<file path="src/rtl/cordic_pkg.sv">
// Shared constants, FSM state type and exponent helper for the fixed_to_float
// converter. FIXED_TO_FLOAT_FAST_NORM_EN selects single-cycle normalisation.
package cordic_pkg;

    localparam int FLOAT_BIAS = 127;
    localparam int MANT_W     = 23;
    localparam int EXP_W      = 8;
    localparam int FIX_W      = 32;

    typedef enum logic [1:0] {
        IDLE  = 2'd0,
        NORM  = 2'd1,
        ROUND = 2'd2
    } state_e;

    // Biased exponent of dataa with its MSB taken as the leading one at bit 31.
    function automatic logic [EXP_W-1:0] init_exp(input int frac_bits);
        return EXP_W'(FLOAT_BIAS + FIX_W - 1 - frac_bits);
    endfunction

endpackage

</file>
<file path="src/rtl/fixed_to_float_if.sv">
// Custom-instruction handshake bundle between the Nios II core and fixed_to_float.
interface fixed_to_float_if;
    import cordic_pkg::*;

    logic             clk_en;
    logic             start;
    logic [FIX_W-1:0] dataa;
    logic             done;
    logic [FIX_W-1:0] result;

    modport master (output clk_en, start, dataa, input done, result);
    modport slave  (input clk_en, start, dataa, output done, result);
endinterface

</file>
<file path="src/rtl/leading_zero_count.sv">
// Combinational leading-zero count of a 32-bit word; all-zero input gives 32.
module leading_zero_count
    import cordic_pkg::*;
(
    input  logic [FIX_W-1:0] a,
    output logic [5:0]       count
);

    always_comb begin
        count = 6'd32;
        // Ascending scan so the highest set bit is the last one to write count.
        for (int i = 0; i < FIX_W; i++) begin
            if (a[i]) count = 6'(FIX_W - 1 - i);
        end
    end

endmodule

</file>
<file path="src/rtl/fixed_to_float.sv">
// Unsigned fixed-point to float32 converter: normalise, then round to nearest even.
// Define FIXED_TO_FLOAT_FAST_NORM_EN for a one-edge barrel-shift normaliser.
module fixed_to_float
    import cordic_pkg::*;
#(
    parameter int FRAC_BITS = 31
) (
    input  logic             clk,
    input  logic             reset,
    fixed_to_float_if.slave  bus
);

    localparam logic [EXP_W-1:0] INIT_EXP = init_exp(FRAC_BITS);

    state_e           state, state_n;
    logic [FIX_W-1:0] mant, mant_n;
    logic [EXP_W-1:0] exp, exp_n;
    logic             done_r, done_n;
    logic [FIX_W-1:0] result_r, result_n;

    logic             round_up;
    logic [MANT_W:0]  rnd_sum;

    // mant[31] is the hidden one; mant[8] is the kept lsb, mant[7] the guard.
    assign round_up = mant[7] & ((|mant[6:0]) | mant[8]);
    assign rnd_sum  = {1'b0, mant[30:8]} + (MANT_W+1)'(round_up);

`ifdef FIXED_TO_FLOAT_FAST_NORM_EN
    logic [5:0] lz;

    leading_zero_count u_lzc (
        .a     (bus.dataa),
        .count (lz)
    );
`endif

    always_comb begin
        state_n  = state;
        mant_n   = mant;
        exp_n    = exp;
        done_n   = 1'b0;
        result_n = result_r;
        case (state)
            IDLE: begin
                if (bus.start) begin
                    if (bus.dataa == '0) begin
                        result_n = '0;
                        done_n   = 1'b1;
                    end else begin
`ifdef FIXED_TO_FLOAT_FAST_NORM_EN
                        mant_n  = bus.dataa << lz;
                        exp_n   = INIT_EXP - EXP_W'(lz);
                        state_n = ROUND;
`else
                        mant_n  = bus.dataa;
                        exp_n   = INIT_EXP;
                        state_n = bus.dataa[FIX_W-1] ? ROUND : NORM;
`endif
                    end
                end
            end
            NORM: begin
                // Leave on the same edge as the final shift so latency is lz+2.
                if (mant[FIX_W-1]) begin
                    state_n = ROUND;
                end else begin
                    mant_n = mant << 1;
                    exp_n  = exp - EXP_W'(1);
                    if (mant[FIX_W-2]) state_n = ROUND;
                end
            end
            ROUND: begin
                if (rnd_sum[MANT_W])
                    result_n = {1'b0, exp + EXP_W'(1), {MANT_W{1'b0}}};
                else
                    result_n = {1'b0, exp, rnd_sum[MANT_W-1:0]};
                done_n  = 1'b1;
                state_n = IDLE;
            end
            default: state_n = IDLE;
        endcase
    end

    always_ff @(posedge clk or posedge reset) begin
        if (reset) begin
            state    <= IDLE;
            mant     <= '0;
            exp      <= '0;
            done_r   <= 1'b0;
            result_r <= '0;
        end else if (bus.clk_en) begin
            state    <= state_n;
            mant     <= mant_n;
            exp      <= exp_n;
            done_r   <= done_n;
            result_r <= result_n;
        end
    end

    assign bus.done   = done_r;
    assign bus.result = result_r;

endmodule

</file>
<file path="src/flat_wrapper.sv">
// flat-port wrapper written by rule: the top's interface ports become plain ports
module fixed_to_float_flat import cordic_pkg::*;
#(
    parameter int FRAC_BITS = 31
)
  (clk, reset, bus_clk_en, bus_start, bus_dataa, bus_done, bus_result);
  fixed_to_float_if bus_i ();
  input  logic clk;
  input  logic reset;
  input wire logic [$bits(bus_i.clk_en)-1:0] bus_clk_en;
  input wire logic [$bits(bus_i.start)-1:0] bus_start;
  input wire logic [$bits(bus_i.dataa)-1:0] bus_dataa;
  output wire logic [$bits(bus_i.done)-1:0] bus_done;
  output wire logic [$bits(bus_i.result)-1:0] bus_result;
  assign bus_i.clk_en = bus_clk_en;
  assign bus_i.start = bus_start;
  assign bus_i.dataa = bus_dataa;
  assign bus_done = bus_i.done;
  assign bus_result = bus_i.result;
  fixed_to_float #(.FRAC_BITS(FRAC_BITS)) u_core (.clk(clk), .reset(reset), .bus(bus_i));
endmodule
</file>
<file path="config.mk">
export PLATFORM = sky130hd
export DESIGN_NAME = fixed_to_float_flat
export DESIGN_NICKNAME = d
export VERILOG_FILES = /design/src/rtl/cordic_pkg.sv /design/src/rtl/fixed_to_float_if.sv /design/src/rtl/leading_zero_count.sv /design/src/rtl/fixed_to_float.sv /design/src/flat_wrapper.sv
export SDC_FILE = /design/constraint.sdc
export NUM_CORES = 1
export LEC_CHECK = 0
export ABC_AREA = 1
export BUFFER_PORTS_ARGS = -buffer_cell sky130_fd_sc_hd__buf_2
export CAP_MARGIN = 10
export CORE_MARGIN = 4
export CORE_UTILIZATION = 45
export DETAILED_ROUTE_END_ITERATION = 6
export PLACE_DENSITY = 0.7
export SLEW_MARGIN = 20
export SYNTH_ARGS = -nofsm -noshare
export SYNTH_HDL_FRONTEND = slang
export SYNTH_SLANG_ARGS = --single-unit
</file>
<file path="constraint.sdc">
create_clock -name clk -period 2 [get_ports clk]
set_input_delay 0.1 -clock clk [delete_from_list [all_inputs] [get_ports clk]]
set_output_delay 0.1 -clock clk [all_outputs]
set_load 0.01 [all_outputs]
</file>
# After elaboration in Yosys (flattened, before gate mapping)
# Index checks and enable logic that the tools add are counted.
dict set report classes {
  n_addsub 3
  eq_ne 7
  n_mux 21
  n_bitwise 2
  n_reduce_logical 9
}
# op count
set ops {}
lappend ops {{$mux W32} 5}
lappend ops {{$pmux W32 S2} 2}
lappend ops {{$logic_not A32 Y1} 1}
lappend ops {{$mux W31} 1}
lappend ops {{$add A23 B1 Y24} 1}
lappend ops {{$mux W8} 3}
lappend ops {{$pmux W8 S2} 1}
lappend ops {{$reduce_and A4 Y1} 3}
lappend ops {{$mux W2} 5}
lappend ops {{$add A8 B1 Y8 const B} 1}
lappend ops {{$sub A8 B1 Y8 const B} 1}
lappend ops {{$reduce_or A7 Y1} 1}
lappend ops {{$ne A2 B2 Y1 const B} 3}
lappend ops {{$reduce_and A5 Y1} 1}
lappend ops {{$pmux W2 S2} 1}
lappend ops {{$reduce_bool A2 Y1} 2}
lappend ops {{$ne A3 B1 Y1 const B} 1}
lappend ops {{$eq A2 B1 Y1 const B} 1}
lappend ops {{$eq A2 B2 Y1 const B} 1}
lappend ops {{$logic_not A2 Y1} 1}
lappend ops {{$mux W1} 2}
lappend ops {{$ne A2 B1 Y1 const B} 1}
lappend ops {{$pmux W1 S2} 1}
lappend ops {{$and A1 B1 Y1} 1}
lappend ops {{$or A1 B1 Y1} 1}
dict set report word_totals {
  regBits 75
  out_inout_bits 33
}

# Longest topological paths before layout
# Gate-level depths: netlist (run 1).
dict set report logic_depth {
  word_depth 6
  mapped_depth 13
  ltp_nobuf 13
}

# Worst setup path before layout (run 1)
# No wires, ideal clock.
dict set report synth_path {
  kind {flip-flop to flip-flop}
  start {register u_core.mant[8]}
  end {register u_core.result_r[20], in the netlist u_core.bus.result[20]}
  setup_ps 65
  arrival_time_ps 1588
  t_required_ps 1935
  path_slack_ps 347
  path_stages_with_launch 14
  period_less_slack_ps 1653
  cell_sequence {dfrtp_1 -> nand2_1 -> inv_1 -> ha_1 -> nand2_1 -> nor2_1 -> nand2_1 -> nor2_4 -> nand2_1 -> nand2_1 -> nand2_1 -> nor2_1 -> nand2_1 -> nand2_1}
}
dict set report synth_between {
  elab_chain_len 5
}
# element line
set synth_lines {}
lappend synth_lines {{from (decl)} fixed_to_float.sv:16} ;# logic [FIX_W-1:0] mant, mant_n;
lappend synth_lines {{from (signal assigned)} fixed_to_float.sv:93} ;# mant <= mant_n;
lappend synth_lines {{$or A1 B1 Y1} fixed_to_float.sv:25} ;# assign round_up = mant[7] & ((|mant[6:0]) | mant[8]);
lappend synth_lines {{$and A1 B1 Y1} fixed_to_float.sv:25}
lappend synth_lines {{$add A23 B1 Y24 (*)} fixed_to_float.sv:26} ;# assign rnd_sum = {1'b0, mant[30:8]} + (MANT_W+1)'(round_up);
lappend synth_lines {{$mux W31 (*)} fixed_to_float.sv:73} ;# if (rnd_sum[MANT_W])
lappend synth_lines {{$pmux W32 S2 (*)} fixed_to_float.sv:43} ;# case (state)
lappend synth_lines {{to (signal assigned)} fixed_to_float.sv:96} ;# result_r <= result_n;
lappend synth_lines {{to (decl)} fixed_to_float.sv:19} ;# logic [FIX_W-1:0] result_r, result_n;
# Mark *: on every way between the ends. The rest lies on a longest branch, timed or not.
# A chain may end at the register's enable or synchronous reset.

# Worst setup path after layout (run 1)
dict set report layout_path {
  start {register u_core.mant[8]}
  end {register u_core.result_r[22], in the netlist u_core.bus.result[22]}
}
# The elaborated chain is that of the path after synthesis.

==> metrics.txt, run 1 <==
worst clock skew roughly 0.0099 ns; IO Count 69; die width roughly 110 um; Mapped Nets 656; Clk pin slew, worst setup/hold paths 0.07 ns; Die Y between 100 and 150 um; Worst Hold End u_core.bus.done$_DFFE_PP0P_; Rel. slew slack 0.507; Yosys top cell by area dfrtp_1; Mapped Area 4620 um2; fillers 970; P&R area growth vs syn 15.3%; CP dominant cell by count nand2_1; share of layout cells above drive strength 1 0.250; status complete, no violations; Clock H-tree levels 3; antenna cells 0; vias in the first global route approximately 3800; # Max-Cap Violations 0; Highest Clock Rate about 530 MHz; worst skew pair latency ~0.36 ns; Mapped Cells 617; GP Congestion approximately 0.9; Worst VDD drop slightly below 600 uV; Detailed Route Iter0 Violations 186; R2R depth 13; CP max FO 5; Clock Root Buffer clkbuf_8; die area ~12000 um2; largest net degree at the start of global routing 55; minimum clock period about 1.9 ns; worst hold path startpoint bus_clk_en; post-route ant nets 0; # DRC 0; ys flop type dfrtp_1; reg2reg setup slack between 0.09 and 0.1 ns; Netlist cell types 34; Critical Path Start Type register; Critical Setup Path Class reg -> reg; port buffer count 67; post-synthesis sequential area ratio 0.401; core box area a little under 10000 um2; power per cell area between 1000 and 1500 nW/um2; router iterations before antenna repair 5; Synth Warn # 0; fin. max-slew vios 0; worst slack, placed 0.0271 ns; Pleak between 0.002 and 0.003 uW; Max Root-Sink Buffers 2; # rows 36; Post-synth EDFFs 0; first-pass GRT wire length 18600 um; # setup viols final 0; initial core utilization 0.468; class of the worst hold path in -> reg; synth cell count leaders nand2_1 (196), dfrtp_1 (74), nor2_1 (68); nets between 700 and 800; CP arrival 2.19 ns; top cell type's share of synthesized area 0.401; Area contributors post-synth dfrtp_1 (40%), nand2_1 (16%), nor2_1 (5.5%); fin crit share 0.951; worst r2r src u_core.mant[8]$_DFFE_PP0P_; CTS Buf Count 9; Async SR Flop Fraction 1.00; count of state elements after synthesis 74; actual slew at the worst max-slew pin roughly 0.74 ns; worst hold path cell count 2; Post-DP HPWL a little over 8000 um; crit-path cells nand2_2 > inv_2 > ha_1 > nand2_1 > nor2_2 > nand2_1 > nor2_4 > nand2_1 > nand2_1 > nand2_1 > nor2_1 > nand2_1 > nand2_1; Req. time, crit path 2.29 ns; # clock sinks 74; CP max-delay cell dfrtp_1; WL final 11000 um; Vias 4118; routed wire length per instance 13.3 um; final hold vios 0; grt total ovfl 0; Worst path max stage delay about 0.42 ns; final worst setup slack about 0.099 ns; CTS tree yes; post-synthesis average cell area roughly 7.5 um2; reg2reg end u_core.bus.result[22]$_DFFE_PP0P_; vias per inst 4.99; number of antenna violations at the first check in global routing 0; total track usage 0.198; final hold slack approximately 0.015 ns; most common cell in the netlist nand2_1; crit path capture type register
-- through the flow --
step | power [uW] | cells | area (um2) | utilization | setup TNS, ns
after detailed placement | 6250 | 807 | 5070 | 0.514 | 0
after global routing | 8160 | 826 | 5320 | 0.540 | -0.0318
after floorplan | 5280 | 617 | 4620 | - | 0
after CTS | 7480 | 823 | 5290 | 0.536 | 0
final | 7510 | 826 | 5320 | 0.540 | 0
after global placement | 6150 | 807 | 5060 | 0.513 | 0
-- sequential cells by signal, indices dropped and copies added, names as in the netlist --
name / count
u_core.mant: 32
u_core.bus.result: 31
u_core.exp: 8
u_core.state: 2
u_core.bus.done: 1
-- report_power, final --
part / switching, uW / internal [uW]
sequential: 666 / 2180
combinational: 2130 / 1330
clock: 535 / 670
total: 3330 / 4180
-- worst max-delay path, delay by kind of cell (launching register included) --
kind          cells  cell delay [ns]
simple gates     11             1.15
flops             1             0.42
fa+ha+maj         1             0.17
buf+inv           1             0.11
-- area by class of cell --
class,count,area (um2),share of cell area
timing repair buffer,84,494,0.0929
tap,133,166,0.0313
clock buffer,13,169,0.0317
multi-input combinational,463,2390,0.449
clock inverter,2,35.0,0.00658
sequential,74,1850,0.348
inverter,57,215,0.0404
-- layout by cell type (no fill, tap or decap), types with 2 or more instances in the layout --
master	n
o21ai_2	20
ha_1	3
nor2_4	8
nand4_1	6
xor2_1	11
nand2_2	25
nor3_1	4
nand2_1	195
inv_2	5
nor2_2	8
clkinv_2	2
inv_1	51
o21ai_0	28
buf_2	67
nand3_4	2
xnor2_1	4
a21oi_1	2
nor2_1	66
nand3_1	40
dfrtp_1	74
nand3_2	2
clkbuf_8	12
a22oi_1	30
buf_12	2
buf_4	13
nand2_4	4
-- how the worst max path moves through the flow --
stage	slack, ns	from	cells past startpoint	end
final	0.1	u_core.mant[8]$_DFFE_PP0P_	13	u_core.bus.result[22]$_DFFE_PP0P_
after global routing	-0.02	u_core.mant[7]$_DFFE_PP0P_	13	u_core.bus.result[16]$_DFFE_PP0P_
after CTS	0.006	u_core.mant[8]$_DFFE_PP0P_	13	u_core.bus.result[20]$_DFFE_PP0P_
after detailed placement	0.03	u_core.mant[8]$_DFFE_PP0P_	13	u_core.bus.result[18]$_DFFE_PP0P_
after global placement	0.04	u_core.state[1]$_DFFE_PP0P_	6	u_core.mant[31]$_DFFE_PP0P_
after floorplan	0.02	reset	1	u_core.bus.done$_DFFE_PP0P_
-- cells by family after synthesis --
family                     count (synthesis)  share of synthesized area
buffers and inverters                     80                     0.0862
xor gates and xnor gates                  15                     0.0284
adders and majority gates                  3                    0.00813
AOI/OAI and AO/OA                         82                      0.124
and+or+nand+nor                          362                      0.352
DFF                                       74                      0.401
other                                      1                   0.000812
-- per-layer routing --
layer / vias to the layer above / wire length, um / share of wire / track usage
met5: - / 0 / 0 / 0
met1: 1895 / 5420 / 0.49 / 0.289
li1: 2112 / - / - / -
met3: 10 / 614 / 0.056 / 0.0435
met2: 101 / 4830 / 0.44 / 0.293
met4: 0 / 142 / 0.013 / 0.0614
-- timing repair --
| action | 4_1_cts | 5_1_grt |
|---|---|---|
| setup buffers | 0 | 3 |
| gates resized for setup | 1 | 5 |
| endpoints found under the hold margin | 40 | 0 |
| endpoints found under the setup margin | 1 | 9 |
| hold buffers | 1 | 0 |
(Power assumes the default switching activity.)
==> run 2: changes to the inputs <==
--- a/config.mk
+++ b/config.mk
@@ -12,6 +12,7 @@
 export CORE_UTILIZATION = 45
 export DETAILED_ROUTE_END_ITERATION = 6
 export PLACE_DENSITY = 0.7
+export SETUP_SLACK_MARGIN = 0.3
 export SLEW_MARGIN = 20
 export SYNTH_ARGS = -nofsm -noshare
 export SYNTH_HDL_FRONTEND = slang
==> metrics.txt, run 2 (synthesis gave the netlist of run 1 again) <==
status complete, no violations; delay-heaviest family, CP simple AND/OR/NAND/NOR gates; die area 11900 um2 (unchanged); Detailed Route Iter0 Violations 264 (+42%); worst skew pair latency 0.36 ns (about the same); share of layout cells above drive strength 1 0.335 (+0.0855); die width 109 um (unchanged); antenna cells 0 (unchanged); # Max-Cap Violations 0 (unchanged); CTS Buf Count 9 (unchanged); grt total ovfl 0 (unchanged); worst clock skew 0.0122 ns (+0.00236 ns); # rows 36 (unchanged); Post-DP HPWL 8330 um (+1.9%); CTS tree yes; Largest register FFs 32 (unchanged); number of antenna violations at the first check in global routing 0 (unchanged); nets 756 (+3.8%); Vias 4345 (+5.5%); Clock Root Buffer clkbuf_8; Worst VDD drop 658 uV (+11%); actual slew at the worst max-slew pin 0.658 ns (-0.0789 ns); CP arrival 2.06 ns (-0.13 ns); final hold slack 0.0302 ns (+0.0149 ns); CP Depth 10 (-3); RSZ-0062 raised after global routing yes; placed cell count 807 (unchanged); WL final 12500 um (+13%); R2R depth 10 (-3); core box area 9860 um2 (unchanged); GR peak layer met2; design area 5990 um2 (+12%); Highest Clock Rate 567 MHz (+7.8%); power per cell area 1450 nW/um2 (+2.8%); fillers 897 (-7.5%); Area after DPL 5100 um2 (+0.57%); IO Count 69 (unchanged); fin crit share 0.882 (-0.0685); Critical Setup Path Class reg -> reg; Clock H-tree levels 3 (unchanged); minimum clock period 1.76 ns (-0.137 ns); Die Y 109 um (unchanged); router iterations before antenna repair 5 (unchanged); met1 GRT Util 0.294 (+0.00493); Clk pin slew, worst setup/hold paths 0.08 ns (about the same); Req. time, crit path 2.29 ns (about the same); initial core utilization 0.468 (unchanged); post-route ant nets 0 (unchanged); CP max-delay cell dfrtp_1; CP max FO 7 (+2); most flop-heavy register u_core.mant; Pleak 0.00299 uW (+11%); worst hold path cell count 3 (+1); met2 Use GR 0.300 (+0.00746); # DRC 0 (unchanged); # setup viols final 0 (unchanged); vias per inst 5.08 (+1.9%); GP Congestion 0.874 (-3.1%); crit path buf inv count 3 (+2); final hold vios 0 (unchanged); class of the worst hold path in -> reg; fin. max-slew vios 0 (unchanged); P&R area growth vs syn 29.6%; commonest non-fill, non-tap cell in the layout nand2_1; Worst path max stage delay 0.40 ns (-0.02 ns); port buffer count 67 (unchanged); routed wire length per instance 14.6 um (+9.6%); crit path capture type register; vias in the first global route 3885 (+2.6%); Max Root-Sink Buffers 2 (unchanged); Rel. slew slack 0.561 (+0.0533); # clock sinks 74 (unchanged); total track usage 0.202 (+0.00455); Finished Layout Cells 855 (+3.5%); met3 Usage GRT 0.0364 (-0.00705); crit-path cells buf_6 > nor2_4 > nand3_2 > nor2_4 > nand3_4 > buf_12 > a21oi_4 > clkbuf_16 > nand2_1 > nand2_1; Critical Path Start Type register; first-pass GRT wire length 18900 um (+1.5%); largest net degree at the start of global routing 54 (-1.8%); post-route setup TNS 0 ns (unchanged); highest-count cells in the layout ignoring fill and taps nand2_1 (174), buf_2 (67), nor2_1 (65)
## run 2: cell types whose count changed in the layout (fill, tap and decap cells not counted), sizes merged
cell,previous run,this run
dlygate4sd3,1,2
nand2,224,227
clkbuf,13,15
bufinv,1,3
clkinvlp,0,1
inv,56,55
nor2,82,83
buf,83,101
clkinv,2,4
## run 2: layout make-up
type,instances,area [um2],area share
multi-input combinational,467,2610,0.435
sequential,74,1870,0.312
timing repair buffer,108,891,0.149
inverter,57,224,0.0374
tap,133,166,0.0278
clock buffer,10,128,0.0213
clock inverter,6,105,0.0176
## run 2: worst register-to-register path, delay by kind of cell, from the launching register on
kind,cells,cell delay (ns)
AO/OA/AOI/OAI,1,0.22
flip-flops,1,0.40
AND/OR/NAND/NOR,6,0.59
buffers and inverters,3,0.49
## run 2: path summary, 6_finish.rpt
| kind | endpoint | slack, ns | from |
|---|---|---|---|
| hold reg to reg | u_core.bus.result[7]$_DFFE_PP0P_ | 0.47 | u_core.bus.result[7]$_DFFE_PP0P_ |
| hold / removal | u_core.mant[0]$_DFFE_PP0P_ | 0.03 | bus_dataa[0] |
| min in group asynchronous | u_core.bus.result[28]$_DFFE_PP0P_ | 0.32 | reset |
| setup / recovery | u_core.bus.result[10]$_DFFE_PP0P_ | 0.24 | u_core.state[1]$_DFFE_PP0P_ |
| max in group asynchronous | u_core.mant[22]$_DFFE_PP0P_ | 1.03 | reset |
| setup reg to reg | u_core.bus.result[10]$_DFFE_PP0P_ | 0.24 | u_core.state[1]$_DFFE_PP0P_ |
## run 2: stage by stage
step / total power [uW] / setup WS (ns) / utilization
final: 8680 / 0.236 / 0.607
after global routing: 9320 / 0.164 / 0.607
after CTS: 7930 / 0.291 / 0.557
after detailed placement: 6320 / 0.0375 / 0.517
after global placement: 6200 / 0.0541 / 0.516
after floorplan: 5280 / 0.347 / -
## run 2: where the power goes
group          leakage (uW)  internal, uW  switching (uW)
clock              0.000120           823             571
combinational       0.00194          1870            2470
sequential         0.000933          2200             740
## run 2: what timing repair did
action	CTS	global route
cloned	1	9
buffers inserted	10	10
hold buffers	2	0
resized for setup	8	77
hold endpoints to repair	22	0
setup endpoints to repair	67	73
pin swaps	5	13
## run 2: per-layer routing
layer	share of wire	wire, um
met4	0.013	163
met3	0.057	707
met1	0.46	5740
met2	0.47	5870
met5	0	0
==> run 3: changes to the inputs <==
--- a/config.mk
+++ b/config.mk
@@ -12,8 +12,8 @@
 export CORE_UTILIZATION = 45
 export DETAILED_ROUTE_END_ITERATION = 6
 export PLACE_DENSITY = 0.7
-export SETUP_SLACK_MARGIN = 0.3
 export SLEW_MARGIN = 20
 export SYNTH_ARGS = -nofsm -noshare
 export SYNTH_HDL_FRONTEND = slang
+export SYNTH_HIERARCHICAL = 1
 export SYNTH_SLANG_ARGS = --single-unit
==> metrics.txt, run 3 <==
first-pass GRT wire length 21200 um (+13%); Mapped Cells 688 (+12%); Req. time, crit path 2.25 ns (-0.04 ns); Switch Pwr 3440 uW (-9.0%); Pleak 0.00283 uW (-5.3%); fin crit share 0.904 (+0.0223); proportion of synthesized area in mux cells 0 (unchanged); WL final 12700 um (+1.5%); Clk pwr share 0.153 (-0.008); CP Depth 12 (+2); Mapped Area 4600 um2 (-0.49%); power per cell area 1400 nW/um2 (-3.2%); grt total ovfl 0 (unchanged); synth cell count leaders nand2_1 (286), dfrtp_1 (74), nor2_1 (57); count of state elements after synthesis 74 (unchanged); GP Congestion 0.865 (-0.98%); Largest register FFs 32 (unchanged); Compound-Gate Fraction of Synth Area 0.0727 (-0.0511); Internal 4020 uW (-18%); CTS Buf Count 9 (unchanged); R2R depth 12 (+2); Sw Ratio 0.462 (+0.0257); Highest Clock Rate 553 MHz (-2.5%); Vias 4668 (+7.4%); total track usage 0.228 (+0.0257); vias per inst 5.24 (+3.2%); core box area 9860 um2 (unchanged); final hold vios 0 (unchanged); Rel. slew slack 0.661 (+0.100); Post-DP HPWL 9320 um (+12%); crit path capture type register; antenna cells 0 (unchanged); total power 7460 uW (-14%); CTS tree yes; post-route setup TNS 0 ns (unchanged); number of antenna violations at the first check in global routing 0 (unchanged); Max Root-Sink Buffers 2 (unchanged); initial core utilization 0.466 (-0.00228); CP max-delay cell dfrtp_1; # setup viols final 0 (unchanged); post-synthesis adder-cell area fraction 0.00817 (+0.0000398); actual slew at the worst max-slew pin 0.507 ns (-0.151 ns); # DRC 0 (unchanged); worst hold path cell count 2 (-1); share of layout cells above drive strength 1 0.155 (-0.181); worst clock skew 0.0120 ns (-0.000264 ns); worst skew pair latency 0.36 ns (about the same); Clock Root Buffer clkbuf_8; post-route ant nets 0 (unchanged); commonest non-fill, non-tap cell in the layout nand2_1; nets 792 (+4.8%); port buffer count 67 (unchanged); minimum clock period 1.81 ns (+0.0446 ns); Yosys top cell by area dfrtp_1; Die Y 109 um (-0.23%); Comb power frac 0.474 (-0.026); fin. max-slew vios 0 (unchanged); Post-synth EDFFs 0 (unchanged); router iterations before antenna repair 5 (unchanged); post-synthesis sequential area ratio 0.403 (+0.00197); Clk pin slew, worst setup/hold paths 0.08 ns (about the same); RSZ-0062 raised after global routing no; P&R area growth vs syn 15.6%; die area 11900 um2 (-0.46%); # clock sinks 74 (unchanged); IO Count 69 (unchanged); CP max FO 5 (-2); largest family of logic cells by synthesized area simple AND/OR/NAND/NOR gates; XOR/XNOR Fraction of Synth Area 0.0172 (-0.0113); Async SR Flop Fraction 1.00 (unchanged); delay-heaviest family, CP simple AND/OR/NAND/NOR gates; Worst path max stage delay 0.39 ns (about the same); Detailed Route Iter0 Violations 383 (+45%); # rows 36 (unchanged); Clock H-tree levels 3 (unchanged); most common cell in the netlist nand2_1; Critical Path Start Type register; Netlist cell types 32 (-5.9%); routed wire length per instance 14.2 um (-2.5%); largest net degree at the start of global routing 75 (+39%); Mapped Nets 727 (+11%); Area contributors post-synth dfrtp_1 (40%), nand2_1 (23%), nand4_1 (7.1%); post-synthesis average cell area 6.68 um2 (-11%); vias in the first global route 4363 (+12%); class of the worst hold path in -> reg; reg2reg setup slack 0.19 ns (-0.04 ns); crit path buf inv count 1 (-2); most flop-heavy register u_core/mant; highest-count cells in the layout ignoring fill and taps nand2_1 (286), dfrtp_1 (74), buf_2 (67); status complete, no violations; Critical Setup Path Class reg -> reg; Worst VDD drop 672 uV (+2.1%); top cell type's share of synthesized area 0.403 (+0.00197); CP dominant cell by count nand2_1; CP arrival 2.06 ns (about the same); crit-path cells nand2_1 > inv_1 > ha_1 > nand2_1 > nor2_1 > nand3_1 > nor2_2 > nand2_1 > nand2_1 > nand2_1 > nand2_1 > nand2_1; die width 109 um (-0.23%); Post-CTS Setup Bufs 0 (-10); sequential power share 0.374 (+0.035); # Max-Cap Violations 0 (unchanged); Synth Warn # 6 (+6); synthesized-area fraction occupied by and/or/nand/nor cells 0.417 (+0.0649); ys flop type dfrtp_1
[run 3: cell types whose count changed after synthesis, moves of 20 or more]
cell	delta
o21ai_2	-20
nand4_1	+46
nand2_1	+90
nand2_2	-23
a22oi_1	-30
o21ai_0	+25
[run 3: layer usage]
| metal | vias to the layer above | global-route usage | share of wire |
|---|---|---|---|
| li1 | 2337 | - | - |
| met5 | - | 0 | 0 |
| met3 | 20 | 0.0480 | 0.065 |
| met4 | 0 | 0.0857 | 0.020 |
| met1 | 2133 | 0.339 | 0.49 |
| met2 | 178 | 0.324 | 0.42 |
[run 3: cells by family after synthesis]
| group | after synthesis |
|---|---|
| xor+xnor | 9 |
| flops | 74 |
| fa+ha+maj | 3 |
| buf+inv | 90 |
| compound gates | 64 |
| other cells | 1 |
| simple gates | 447 |
[run 3: path summary, 6_finish.rpt]
kind	start	to
min reg2reg	u_core/bus.result[23]$_DFFE_PP0P_	u_core/bus.result[23]$_DFFE_PP0P_
max reg2reg	u_core/mant[7]$_DFFE_PP0P_	u_core/bus.result[20]$_DFFE_PP0P_
min in group asynchronous	reset	u_core/bus.result[14]$_DFFE_PP0P_
min	bus_clk_en	u_core/bus.done$_DFFE_PP0P_
max	u_core/mant[7]$_DFFE_PP0P_	u_core/bus.result[20]$_DFFE_PP0P_
max in group asynchronous	reset	u_core/mant[4]$_DFFE_PP0P_
[run 3: area by class of cell]
cell class                      count  area (um2)
Sequential cell                    74        1850
Tap cell                          133         166
Fill cell                         990        4550
Multi-Input combinational cell    524        2380
Clock inverter                      3        40.0
Inverter                           57         214
Timing Repair Buffer               87         513
Clock buffer                       12         145
[run 3: repair_timing]
action,CTS,global route
setup endpoints to repair,0,3
hold endpoints to repair,74,0
hold buffers,1,0
gates resized for setup,0,2
[run 3: worst register-to-register path, stage by stage, from the launching register on]
cell and delay, ns:
dfrtp_1 0.39, nand2_1 0.11, inv_1 0.07, ha_1 0.19
nand2_1 0.10, nor2_1 0.17, nand3_1 0.16, nor2_2 0.22
nand2_1 0.08, nand2_1 0.06, nand2_1 0.04, nand2_1 0.06
nand2_1 0.05
[run 3: power by group through the flow]
stage          Combinational (uW)  Clock, uW  Sequential, uW
2_1_floorplan                2260          0            2820
5_1_grt                      4010       1240            2900
4_1_cts                      3510       1170            2780
3_5_place_dp                 3500          0            2800
3_3_place_gp                 3430          0            2780
6_report                     3530       1140            2790
[run 3: metrics by stage]
| step | area [um2] | setup WS (ns) | instances | util | hold slack (ns) |
|---|---|---|---|---|---|
| 3_5_place_dp | 5110 | 0.127 | 874 | 0.518 | 0.218 |
| 6_report | 5310 | 0.191 | 890 | 0.539 | 0.0639 |
| 4_1_cts | 5310 | 0.111 | 890 | 0.538 | 0.0465 |
| 2_1_floorplan | 4600 | 0.0184 | 688 | - | 0.207 |
| 5_1_grt | 5310 | 0.00810 | 890 | 0.539 | 0.0553 |
| 3_3_place_gp | 5110 | 0.215 | 874 | 0.518 | 0.213 |
